--- src/rtl/gmii_tx_framer.sv ---
// gmii_tx_framer: byte-stream to GMII transmit framer.
// Emits preamble, SFD, payload, optional zero pad and CRC-32 FCS, then an
// enforced inter-frame gap. A payload underrun aborts the frame with one
// tx_er cycle and discards the rest of the packet.
// Build option: define GMII_TX_FRAMER_PAD_EN to pad short frames to MIN_FRAME.
module gmii_tx_framer #(
  parameter int IFG_BYTES = 12,
  parameter int MIN_FRAME = 60
) (
  input  logic        clk,
  input  logic        reset,
  input  logic [7:0]  s_data,
  input  logic        s_valid,
  input  logic        s_last,
  input  logic        s_err,
  output logic        s_ready,
  output logic [7:0]  gmii_txd,
  output logic        gmii_tx_en,
  output logic        gmii_tx_er,
  output logic        busy,
  output logic [15:0] frame_count,
  output logic [7:0]  err_count
);

  // Frames are only started when the configuration is inside its legal range.
  localparam logic PARAMS_OK = (IFG_BYTES >= 12) && (IFG_BYTES <= 255) &&
                               (MIN_FRAME >= 1) && (MIN_FRAME <= 1500);
  localparam logic [7:0]  IFG_LAST = 8'(IFG_BYTES);
  localparam logic [31:0] CRC_POLY = 32'hEDB88320;
  localparam logic [31:0] CRC_INIT = 32'hFFFFFFFF;
`ifdef GMII_TX_FRAMER_PAD_EN
  localparam logic [10:0] PAD_TARGET = 11'(MIN_FRAME);
`endif

  // The state names what is currently on the GMII outputs; the transition
  // taken in a state decides the byte shown in the following cycle.
  typedef enum logic [2:0] {
    ST_IDLE = 3'd0,
    ST_PRE  = 3'd1,
    ST_SFD  = 3'd2,
    ST_DATA = 3'd3,
`ifdef GMII_TX_FRAMER_PAD_EN
    ST_PAD  = 3'd4,
`endif
    ST_FCS  = 3'd5,
    ST_IFG  = 3'd6,
    ST_DROP = 3'd7
  } state_t;

  state_t      r_state;
  logic [2:0]  r_pre_cnt;      // preamble bytes already shown
  logic [2:0]  r_fcs_idx;      // next FCS byte to show; 4 means all shown
  logic [7:0]  r_ifg_cnt;      // idle cycles already shown
  logic [10:0] r_byte_cnt;     // payload + pad bytes, saturating
  logic [31:0] r_crc;          // running CRC, not yet complemented
  logic        r_frame_err;    // some payload byte carried s_err
  logic        r_last_taken;   // s_last accepted; last payload byte on the wire
  logic        r_ready;
  logic [7:0]  r_txd;
  logic        r_tx_en;
  logic        r_tx_er;
  logic [15:0] r_frame_count;
  logic [7:0]  r_err_count;

  logic [7:0]  w_crc_in;
  logic [31:0] w_crc_next;
  logic [7:0]  w_fcs_byte;
  logic [10:0] w_byte_cnt_inc;
  logic [7:0]  w_err_count_inc;

  // Bit-serial reflected CRC-32 update over one byte, LSB first.
  function automatic logic [31:0] crc32_byte(input logic [31:0] crc,
                                             input logic [7:0]  data);
    logic [31:0] c;
    c = crc;
    for (int i = 0; i < 8; i++) begin
      if (c[0] ^ data[i]) begin
        c = (c >> 1) ^ CRC_POLY;
      end else begin
        c = c >> 1;
      end
    end
    return c;
  endfunction

  // Once s_last has been taken the only bytes still fed to the CRC are pad zeros.
  assign w_crc_in        = r_last_taken ? 8'h00 : s_data;
  assign w_crc_next      = crc32_byte(r_crc, w_crc_in);
  assign w_byte_cnt_inc  = (r_byte_cnt == 11'h7FF) ? r_byte_cnt : r_byte_cnt + 11'd1;
  assign w_err_count_inc = (r_err_count == 8'hFF) ? r_err_count : r_err_count + 8'd1;

  // Select the complemented CRC byte for FCS positions 1..3 (LSB byte first).
  always_comb begin
    w_fcs_byte = 8'h00;
    case (r_fcs_idx[1:0])
      2'd0:    w_fcs_byte = ~r_crc[7:0];
      2'd1:    w_fcs_byte = ~r_crc[15:8];
      2'd2:    w_fcs_byte = ~r_crc[23:16];
      default: w_fcs_byte = ~r_crc[31:24];
    endcase
  end

  // Framing FSM with registered GMII outputs, handshake and statistics.
  always_ff @(posedge clk) begin
    if (reset) begin
      r_state       <= ST_IDLE;
      r_pre_cnt     <= 3'd0;
      r_fcs_idx     <= 3'd0;
      r_ifg_cnt     <= 8'd0;
      r_byte_cnt    <= 11'd0;
      r_crc         <= CRC_INIT;
      r_frame_err   <= 1'b0;
      r_last_taken  <= 1'b0;
      r_ready       <= 1'b0;
      r_txd         <= 8'h00;
      r_tx_en       <= 1'b0;
      r_tx_er       <= 1'b0;
      r_frame_count <= 16'd0;
      r_err_count   <= 8'd0;
    end else begin
      case (r_state)
        ST_IDLE: begin
          r_txd   <= 8'h00;
          r_tx_en <= 1'b0;
          r_tx_er <= 1'b0;
          r_ready <= 1'b0;
          // The waiting byte is not consumed; it is taken during SFD.
          if (s_valid && PARAMS_OK) begin
            r_state      <= ST_PRE;
            r_txd        <= 8'h55;
            r_tx_en      <= 1'b1;
            r_pre_cnt    <= 3'd1;
            r_crc        <= CRC_INIT;
            r_byte_cnt   <= 11'd0;
            r_frame_err  <= 1'b0;
            r_last_taken <= 1'b0;
          end
        end

        ST_PRE: begin
          r_tx_en <= 1'b1;
          r_tx_er <= 1'b0;
          if (r_pre_cnt == 3'd7) begin
            r_state <= ST_SFD;
            r_txd   <= 8'hD5;
            r_ready <= 1'b1;
          end else begin
            r_txd     <= 8'h55;
            r_pre_cnt <= r_pre_cnt + 3'd1;
          end
        end

        ST_SFD, ST_DATA: begin
          r_tx_en <= 1'b1;
          if (r_last_taken) begin
            // Last payload byte is on the wire; choose pad or FCS next.
            r_tx_er <= 1'b0;
`ifdef GMII_TX_FRAMER_PAD_EN
            if (r_byte_cnt < PAD_TARGET) begin
              r_state    <= ST_PAD;
              r_txd      <= 8'h00;
              r_crc      <= w_crc_next;
              r_byte_cnt <= w_byte_cnt_inc;
            end else
`endif
            begin
              r_state   <= ST_FCS;
              r_txd     <= ~r_crc[7:0];
              r_fcs_idx <= 3'd1;
            end
          end else if (s_valid) begin
            r_state     <= ST_DATA;
            r_txd       <= s_data;
            r_tx_er     <= s_err;
            r_crc       <= w_crc_next;
            r_byte_cnt  <= w_byte_cnt_inc;
            r_frame_err <= r_frame_err | s_err;
            if (s_last) begin
              r_ready      <= 1'b0;
              r_last_taken <= 1'b1;
            end
          end else begin
            // Underrun: one poisoned cycle, then discard to end of packet.
            r_state     <= ST_DROP;
            r_txd       <= 8'h00;
            r_tx_er     <= 1'b1;
            r_err_count <= w_err_count_inc;
          end
        end

`ifdef GMII_TX_FRAMER_PAD_EN
        ST_PAD: begin
          r_tx_en <= 1'b1;
          r_tx_er <= 1'b0;
          if (r_byte_cnt < PAD_TARGET) begin
            r_txd      <= 8'h00;
            r_crc      <= w_crc_next;
            r_byte_cnt <= w_byte_cnt_inc;
          end else begin
            r_state   <= ST_FCS;
            r_txd     <= ~r_crc[7:0];
            r_fcs_idx <= 3'd1;
          end
        end
`endif

        ST_FCS: begin
          r_tx_er <= 1'b0;
          if (r_fcs_idx[2]) begin
            r_state   <= ST_IFG;
            r_txd     <= 8'h00;
            r_tx_en   <= 1'b0;
            r_ifg_cnt <= 8'd1;
            if (r_frame_err) begin
              r_err_count <= w_err_count_inc;
            end else begin
              r_frame_count <= r_frame_count + 16'd1;
            end
          end else begin
            r_txd     <= w_fcs_byte;
            r_tx_en   <= 1'b1;
            r_fcs_idx <= r_fcs_idx + 3'd1;
          end
        end

        ST_IFG: begin
          r_txd   <= 8'h00;
          r_tx_en <= 1'b0;
          r_tx_er <= 1'b0;
          if (r_ifg_cnt == IFG_LAST) begin
            r_state <= ST_IDLE;
          end else begin
            r_ifg_cnt <= r_ifg_cnt + 8'd1;
          end
        end

        ST_DROP: begin
          r_txd   <= 8'h00;
          r_tx_en <= 1'b0;
          r_tx_er <= 1'b0;
          if (s_valid && s_last) begin
            r_ready   <= 1'b0;
            r_state   <= ST_IFG;
            r_ifg_cnt <= 8'd1;
          end
        end

        default: begin
          r_state <= ST_IDLE;
          r_txd   <= 8'h00;
          r_tx_en <= 1'b0;
          r_tx_er <= 1'b0;
          r_ready <= 1'b0;
        end
      endcase
    end
  end

  assign s_ready     = r_ready;
  assign gmii_txd    = r_txd;
  assign gmii_tx_en  = r_tx_en;
  assign gmii_tx_er  = r_tx_er;
  assign busy        = (r_state != ST_IDLE);
  assign frame_count = r_frame_count;
  assign err_count   = r_err_count;

endmodule

--- config.mk ---
export PLATFORM = sky130hd
export DESIGN_NAME = gmii_tx_framer
export DESIGN_NICKNAME = d
export VERILOG_FILES = /design/src/rtl/gmii_tx_framer.sv
export SDC_FILE = /design/constraint.sdc
export NUM_CORES = 1
export LEC_CHECK = 0
export CORE_ASPECT_RATIO = 0.6
export CORE_MARGIN = 2
export CORE_UTILIZATION = 58
export DETAILED_ROUTE_END_ITERATION = 7
export PLACE_DENSITY = 0.81
export REMOVE_ABC_BUFFERS = 1
export SYNTH_ARGS = -nofsm -noshare
export SYNTH_HDL_FRONTEND = slang
export SYNTH_SLANG_ARGS = --single-unit
--- constraint.sdc ---
create_clock -name clk -period 2.2 [get_ports clk]
set_input_delay 0.44 -clock clk [delete_from_list [all_inputs] [get_ports clk]]
set_output_delay 0.44 -clock clk [all_outputs]
set_load 0.05 [all_outputs]
==> flow_summary.ini <==
[global_routing]
use_met1_pct = 43.2
grt_use_total_pct = 31.7
overflow = 0
grt_pass1_wl_mm = 24.2
busiest_layer = met2
antenna_found_initial = 0
grt_max_degree = 29
grt_pass1_vias = 4693
use_met3_pct = 12.1
met2_usage_pct = 46.6

[cells_and_area]
fin_nets = 685
diodes = 0
area_growth_pct = 26.4
stdcell_area_um2 = 6490
drive_gt1_share_pct = 16.8

[routing]
drt_pass1_iterations = 5
ant_nets = 0
wirelength_mm = 15.1
drt-vias-per-instance = 6.14
dr_total_vias = 4776
avgRoutedWirePerCell_um = 19.4
route.detailed.drc = 0
drtIter0Drc = 506

[die]
die_area_um2 = 9660
start_util_pct = 60.1
rows = 26
die_y_um = 76.9
core_area_um2 = 8560
ios = 49
die_w_um = 126

[sta]
timing.final.crit_share_pct = 97.7
final_hold_viol_count = 0
fmax_mhz = 465
period_needed_ns = 2.15
clock_skew_ns = 0.00470
max-slew-margin-rel_pct = 40.6
slew_viol_final = 0
finalSetupViolCount = 0
tightest_slew_ns = 0.888
rsz0062_at_grt = no

[logic_synthesis]
ys_warn_count = 0
syn-mean-instance-area_um2 = 9.00
ys.flop_type = dfxtp_1
yosysSeqAreaShare_pct = 33.5
yosysMostFrequentCell = dfxtp_1
synth_area_leaders = dfxtp_1 (33%), xnor2_1 (7.2%), xnor3_1 (6.6%), xor2_1 (6.1%), nor2_1 (4.9%)
synth_top_area_share_pct = 33.5
async_flop_share_pct = 0
synthTopCellsByCount = dfxtp_1 (86), nor2_1 (67), xnor2_1 (42)
synth_area_leader_cell = dfxtp_1
syn-cell-area_um2 = 5140
synth-seq-cells = 86
synthDistinctLibCells = 63
syn_inst = 571
synth-edff-count = 0

[pwr]
finalPower_mw = 6.92
leakagePower_nw = 2.68
power_density_nw_per_um2 = 1070
max-vdd-ir-drop_uv = 540

[place]
gp_routability_congestion = 0.988
numPortBuffers = 48
post_dp_cell_area_um2 = 6080
dp_hpwl_mm = 10.8

[cts]
cts.path.max_buffers = 2
htreeDepth = 3
root_buffer = clkbuf_16
insertion_delay_ns = 0.34
cts_tree = done
postCtsHoldBufs = 0
path_clk_slew_ns = 0.06
numCtsBuffers = 9
cts.sink_count = 86

[critical_path]
r2r_cells = 6
crit_type = in2reg
crit_path_end_kind = flip-flop
crit_required_ns = 2.43
crit_arrival_ns = 2.38
cp_max_fo = 4
critPathLaunchType = input port

[min_path]
hold_depth = 2
min_path_type = reg2reg

[outcome]
status = finished, final reports clean

[job]
maxCapViolCount = 0
-- stage by stage --
| stage | hold WS (ns) | setup TNS (ns) | setup WS [ns] | utilization, % | std cells |
|---|---|---|---|---|---|
| after global routing | 0.543 | 0 | 0.00577 | 75.9 | 778 |
| after detailed placement | 0.498 | -5.51 | -0.459 | 71.1 | 762 |
| after global placement | 0.486 | -4.47 | -0.415 | 71.1 | 762 |
| after floorplan | 0.469 | -0.0302 | -0.0302 | - | 538 |
| final | 0.514 | 0 | 0.0499 | 75.9 | 778 |
| after CTS | 0.507 | 0 | 0.0298 | 75.2 | 777 |
-- critical path: stages --
cell	delay, ns
clkdlybuf4s50_1	0.51
nor2b_4	0.22
xnor2_4	0.18
xnor3_1	0.47
xnor3_1	0.21
a21oi_1	0.06
or2_2	0.28
-- what timing repair did --
item,4_1_cts,5_1_grt
setup endpoints to repair,3,12
pin swaps,0,6
setup buffers,0,1
gates resized for setup,7,14
-- report_power, final --
group	switching [mW]	internal [mW]	total, mW
combinational	1.67	1.68	3.35
clock	0.621	1.05	1.67
sequential	0.180	1.72	1.90
-- layout by cell type, fill, tap and decap left out, types with 5 or more instances in the layout --
master / n
xnor3_1: 13
o22ai_1: 29
o21ai_0: 13
o211ai_1: 5
a2bb2oi_1: 7
clkbuf_16: 9
nand3_1: 10
ha_1: 10
nor3_1: 11
inv_1: 10
dfxtp_1: 85
xnor2_1: 38
xnor2_2: 7
xor2_1: 36
buf_4: 65
a21oi_1: 29
nand2_1: 30
nand2b_1: 27
nand4_1: 11
nor2b_1: 15
o31a_1: 6
nor2_1: 67
and3_1: 8
clkdlybuf4s50_1: 40
-- cell families after synthesis --
group	Yosys count	share of synthesized area, %
compound gates	117	15.1
xor+xnor	102	23.5
fa+ha+maj	10	2.43
buf+inv	45	4.04
flops	86	33.5
mux	4	0.803
simple gates	207	20.6
-- area by class of cell --
cell class | count | area (um^2)
flip-flops and latches | 86 | 1720
clock inverters | 3 | 67.6
repair buffers | 113 | 981
multi-input cells | 440 | 3280
inverters | 12 | 45.0
clock buffers | 12 | 256
fillers | 605 | 2060
well taps | 112 | 140
-- metal layers --
layer  part of all wire [%]  vias to the layer above
li1                       -                     2168
met3                     12                       39
met2                     43                      279
met1                     43                     2290
met4                    2.0                        0
met5                      0                        -
-- path summary, 6_finish.rpt --
check	start	endpoint	slack [ns]
worst max register to register	r_last_taken	r_crc[20]	0.10
worst max-delay path	s_data[5]	r_crc[24]	0.05
worst min-delay path	frame_count[15]	frame_count[15]	0.51
worst min register to register	frame_count[15]	frame_count[15]	0.51
-- registers in the layout (all words and copies together) (netlist names) --
| name | cells |
|---|---|
| err_count | 8 |
| r_last_taken | 1 |
| r_fcs_idx | 3 |
| r_frame_err | 1 |
| r_ifg_cnt | 8 |
| gmii_tx_er | 1 |
| r_crc | 32 |
| gmii_tx_en | 1 |
| gmii_txd | 8 |
| r_state | 3 |
| frame_count | 16 |
| s_ready | 1 |
| r_pre_cnt | 3 |
Note: power is estimated with default switching activity, not from simulation.
